## src/rtl/sample_feeder_if.sv

```systemverilog
// sample_feeder_if: source/serializer side of the I2S sample FIFO.
interface sample_feeder_if #(parameter int DEPTH = 8, parameter int WIDTH = 16);
  localparam int LW = $clog2(DEPTH) + 1;
  logic [WIDTH-1:0] in_data;
  logic in_valid;
  logic in_ready;
  logic load;
  logic [WIDTH-1:0] out_data;
  logic out_chan;
  logic underrun;
  logic [7:0] underrun_count;
  logic [LW-1:0] level;
  logic empty;
  logic full;
  modport master (
    output in_data, in_valid, load,
    input in_ready, out_data, out_chan, underrun, underrun_count, level, empty, full
  );
  modport slave (
    input in_data, in_valid, load,
    output in_ready, out_data, out_chan, underrun, underrun_count, level, empty, full
  );
endinterface

```

## src/rtl/sample_feeder.sv

```systemverilog
// sample_feeder: sample FIFO feeding the I2S serializer; registered output word,
// muted word on underrun, and an L/R tag that advances on every load.
module sample_feeder #(parameter int DEPTH = 8, parameter int WIDTH = 16) (
  input logic clk,
  input logic rst,
  sample_feeder_if.slave bus
);
  localparam int AW = $clog2(DEPTH);
  localparam logic [AW:0] depth_l = (AW+1)'(DEPTH);
  logic [WIDTH-1:0] mem [DEPTH];
  logic [AW-1:0] wp, rp;
  logic [AW:0] lvl;
  logic full, empty, push, pop;
  assign full = lvl == depth_l;
  assign empty = lvl == '0;
  assign push = bus.in_valid && !full;
  assign pop = bus.load && !empty;
  assign bus.full = full;
  assign bus.empty = empty;
  assign bus.in_ready = !full;
  assign bus.level = lvl;
  // storage is never reset; stale contents are unreachable once pointers clear
  always_ff @(posedge clk)
    if (push) mem[wp] <= bus.in_data;
  always_ff @(posedge clk or posedge rst) begin
    if (rst) begin
      wp <= '0;
      rp <= '0;
      lvl <= '0;
      bus.out_data <= '0;
      bus.out_chan <= 1'b0;
      bus.underrun <= 1'b0;
      bus.underrun_count <= '0;
    end else begin
      if (push) wp <= wp + 1'b1;
      if (pop) rp <= rp + 1'b1;
      lvl <= (push && !pop) ? lvl + 1'b1 : (pop && !push) ? lvl - 1'b1 : lvl;
      bus.underrun <= bus.load && empty;
      if (bus.load) begin
        bus.out_data <= empty ? '0 : mem[rp];
        bus.out_chan <= !bus.out_chan;
      end
      if (bus.load && empty && bus.underrun_count != 8'hff) bus.underrun_count <= bus.underrun_count + 1'b1;
    end
  end
endmodule

```

## src/flat_wrapper.sv

```systemverilog
// flat-port wrapper written by rule: the top's interface ports become plain ports
module sample_feeder_flat 
#(parameter int DEPTH = 8, parameter int WIDTH = 16)
  (clk, rst, bus_in_data, bus_in_valid, bus_load, bus_in_ready, bus_out_data, bus_out_chan, bus_underrun, bus_underrun_count, bus_level, bus_empty, bus_full);
  sample_feeder_if #(.DEPTH(DEPTH), .WIDTH(WIDTH)) bus_i ();
  input logic clk;
  input logic rst;
  input wire logic [$bits(bus_i.in_data)-1:0] bus_in_data;
  input wire logic [$bits(bus_i.in_valid)-1:0] bus_in_valid;
  input wire logic [$bits(bus_i.load)-1:0] bus_load;
  output wire logic [$bits(bus_i.in_ready)-1:0] bus_in_ready;
  output wire logic [$bits(bus_i.out_data)-1:0] bus_out_data;
  output wire logic [$bits(bus_i.out_chan)-1:0] bus_out_chan;
  output wire logic [$bits(bus_i.underrun)-1:0] bus_underrun;
  output wire logic [$bits(bus_i.underrun_count)-1:0] bus_underrun_count;
  output wire logic [$bits(bus_i.level)-1:0] bus_level;
  output wire logic [$bits(bus_i.empty)-1:0] bus_empty;
  output wire logic [$bits(bus_i.full)-1:0] bus_full;
  assign bus_i.in_data = bus_in_data;
  assign bus_i.in_valid = bus_in_valid;
  assign bus_i.load = bus_load;
  assign bus_in_ready = bus_i.in_ready;
  assign bus_out_data = bus_i.out_data;
  assign bus_out_chan = bus_i.out_chan;
  assign bus_underrun = bus_i.underrun;
  assign bus_underrun_count = bus_i.underrun_count;
  assign bus_level = bus_i.level;
  assign bus_empty = bus_i.empty;
  assign bus_full = bus_i.full;
  sample_feeder #(.DEPTH(DEPTH), .WIDTH(WIDTH)) u_core (.clk(clk), .rst(rst), .bus(bus_i));
endmodule
```

## config.mk

```make
export PLATFORM = sky130hd
export DESIGN_NAME = sample_feeder_flat
export DESIGN_NICKNAME = d
export VERILOG_FILES = /design/src/rtl/sample_feeder_if.sv /design/src/rtl/sample_feeder.sv /design/src/flat_wrapper.sv
export SDC_FILE = /design/constraint.sdc
export NUM_CORES = 1
export LEC_CHECK = 0
export ABC_AREA = 1
export CORE_ASPECT_RATIO = 1.75
export CORE_MARGIN = 3
export CORE_UTILIZATION = 39
export DETAILED_ROUTE_END_ITERATION = 8
export PLACE_DENSITY = 0.59
export SYNTH_ARGS = -nofsm -noshare
export SYNTH_HDL_FRONTEND = slang
export SYNTH_SLANG_ARGS = --single-unit
```

## constraint.sdc

```tcl
create_clock -name clk -period 2.9 [get_ports clk]
set_clock_uncertainty 0.1 [all_clocks]
set_input_delay 0.58 -clock clk [delete_from_list [all_inputs] [get_ports clk]]
set_output_delay 0.58 -clock clk [all_outputs]
set_load 0.01 [all_outputs]
```

==> run metrics <==
Die Y=187 um; Lkg Pwr=3.80 nW; #FFs+latches synth=164; via count=4896; CTS tree=done; crit end category=primary output; Core ar.=0.0182 mm^2; area delta synth->final=17.1%; Gate Count Post-Synth=713; Row Count=65; Final Hold Fails=0; status=finished, final reports clean; Die W=109 um; CP startpoint kind=register; Post-DP HPWL=9.99 mm; total of max-cap violations=0; Initial Util=40.0%; total gr overflow=0; Clock Power Share=25.7%; post-synthesis sequential area ratio=65.0%; nets@finish=802; Tot GR Track Use=16.7%; final non-filler cell area=0.00854 mm^2; I/O Pins=53; endpoints failing setup=0; post-route ant nets=0; RSZ-0062 raised after global routing=no; max-slew violations=0; sequential cell fraction of total power=40.0%; Synth area leader=edfxtp_1; Comb pwr share=34.3%; Synth cell types=30; dominant cells by area after synthesis=edfxtp_1 (53%), nand2_1 (13%), dfrtp_1 (12%), nand3_1 (7.1%), inv_1 (6.0%); mux contribution to synthesized area=0%; n_diodes=0; Post CTS Setup Buffer Count=0; CTS Hold Bufs=0; via count of the first global-routing pass=5038; drt via density=4.79; largest family of logic cells by synthesized area=simple AND/OR/NAND/NOR gates; total CTS buffers=17; WS Path Type=register to primary output; placed instance area=0.00799 mm^2; sw frac=36.3%; Synth top area share=52.7%; Max Fclk=0.407 GHz; worst slew pin tran=0.728 ns; share of layout cells above drive strength 1=9.01%; maximum vdd drop=0.426 mV; area share of fa/ha/maj cells after synthesis=1.30%; final worst setup slack=0.443 ns; WL final=15.9 mm; H-tree Lvls=4; DP Worst Slack=0.203 ns; Pint=5.22 mW; syn_nets=740; Die ar.=0.0204 mm^2; initial antenna violation count=0; Total Power=8.18 mW; clock buffer depth=2; XOR/XNOR share of the synthesized area=0.840%; Resized cells post-CTS=0; port bufs=52; drt wl/cell=15.6 um; Synth Warn #=0; Synth Area per Inst=10.2 um^2; largest net degree at the start of global routing=66; CP Max Fanout=5; Iteration-0 DRC Markers=197; Synth Area in Simple Gates=22.4%; root buffer cell=clkbuf_16; Sw Pwr=2.97 mW; first-pass GRT wire length=25.7 mm; Tcrit/Tclk final=84.7%; hold slack final=0.365 ns; PD cells=958 mW/mm^2; synthesized area=0.00729 mm^2; Hold Path Class=register to register; Crit path required time=2.22 ns; Clock Pin Slew Worst Setup and Hold Paths=0.06 ns; # clock sinks=164; DRC errors left=0; crit path DAT=1.78 ns; final setup TNS=0 ns; Skew-Pair Late Insertion Delay=0.42 ns; post-synthesis compound-gate area fraction=0.583%; headroom to the max-slew limit=51.5%; drt first pass iters=4; fin crit period=2.46 ns; RD Place Congestion=0.829
-- final timing paths --
check / start / slack [ns] / depth (start not counted) / endpoint
setup / recovery: u_core.bus.level[0]$_DFFE_PP0P_ / 0.44 / 4 / bus_full
hold / removal: u_core.bus.out_chan$_DFFE_PP0P_ / 0.37 / 1 / u_core.bus.out_chan$_DFFE_PP0P_
setup reg to reg: u_core.bus.level[0]$_DFFE_PP0P_ / 0.59 / 13 / u_core.bus.level[3]$_DFFE_PP0P_
hold reg to reg: u_core.bus.out_chan$_DFFE_PP0P_ / 0.37 / 1 / u_core.bus.out_chan$_DFFE_PP0P_
max in group asynchronous: rst / 1.85 / 3 / u_core.bus.out_data[5]$_DFFE_PP0P_
min in group asynchronous: rst / 0.47 / 3 / u_core.bus.out_data[14]$_DFFE_PP0P_
-- worst max-delay path: stages, from the launching register on --
cell	delay, ns
dfrtp_1	0.47
nor2_4	0.18
nand3_2	0.11
inv_1	0.07
clkdlybuf4s50_1	0.52
-- cell families after synthesis --
group	Yosys count
flops	164
simple gates	379
fa+ha+maj	7
buf+inv	149
compound gates	7
xor+xnor	7
-- routing by layer --
metal	global-route usage (%)	vias up	wire (um)
met5	0	-	0
met4	7.92	0	394
met3	2.94	30	510
met2	30.4	95	8840
met1	18.1	2380	6160
li1	-	2391	-
-- layout make-up --
cell class	instances	area (um^2)
clock inverter	13	114
inverter	122	458
fill	1695	9670
sequential	164	4750
timing repair buffer	70	656
multi-input combinational	400	1830
clock buffer	19	443
tap	234	293
-- placed cells by master, fill, tap and decap left out, drive strengths merged --
cell type,n
nand2,253
edfxtp,128
inv,128
nand3,105
clkdlybuf4s50,52
dfrtp,36
clkbuf,19
buf,18
nor2,15
ha,6
clkinv,6
o21ai,5
xor2,4
nand4,4
xnor2,3
a21oi,2
nor3,1
or2,1
fa,1
clkinvlp,1
-- registers in the layout, summed over array words and instances, names as in the netlist --
| register | count |
|---|---|
| u_core.rp | 3 |
| u_core.bus.underrun | 1 |
| u_core.wp | 3 |
| u_core.bus.underrun_count | 8 |
| u_core.bus.level | 4 |
| u_core.bus.out_data | 16 |
| u_core.bus.out_chan | 1 |
| u_core.mem | 128 |
-- power by group through the flow --
stage | sequential (mW) | clock (mW) | combinational [mW]
final | 3.27 | 2.11 | 2.80
after global routing | 3.32 | 2.25 | 3.14
after CTS | 3.28 | 2.16 | 2.86
after detailed placement | 3.32 | 0 | 2.85
after global placement | 3.30 | 0 | 2.78
after floorplan | 3.36 | 0 | 1.93
-- cell usage after synthesis (all sizes together) --
master / number
clkinv: 2
a21oi: 2
o21ai: 5
inv: 120
nand3: 105
nor3: 1
clkbuf: 1
nand4: 4
edfxtp: 128
buf: 26
xnor2: 3
dfrtp: 36
ha: 6
nor2: 15
nand2: 253
xor2: 4
or2: 1
fa: 1
-- stage by stage --
| step | std cells | utilization [%] |
|---|---|---|
| after floorplan | 713 | - |
| after global placement | 990 | 43.8 |
| after detailed placement | 990 | 43.8 |
| after CTS | 1022 | 46.9 |
| after global routing | 1022 | 46.9 |
| final | 1022 | 46.9 |
No activity file was read; power rests on OpenSTA's default activity.
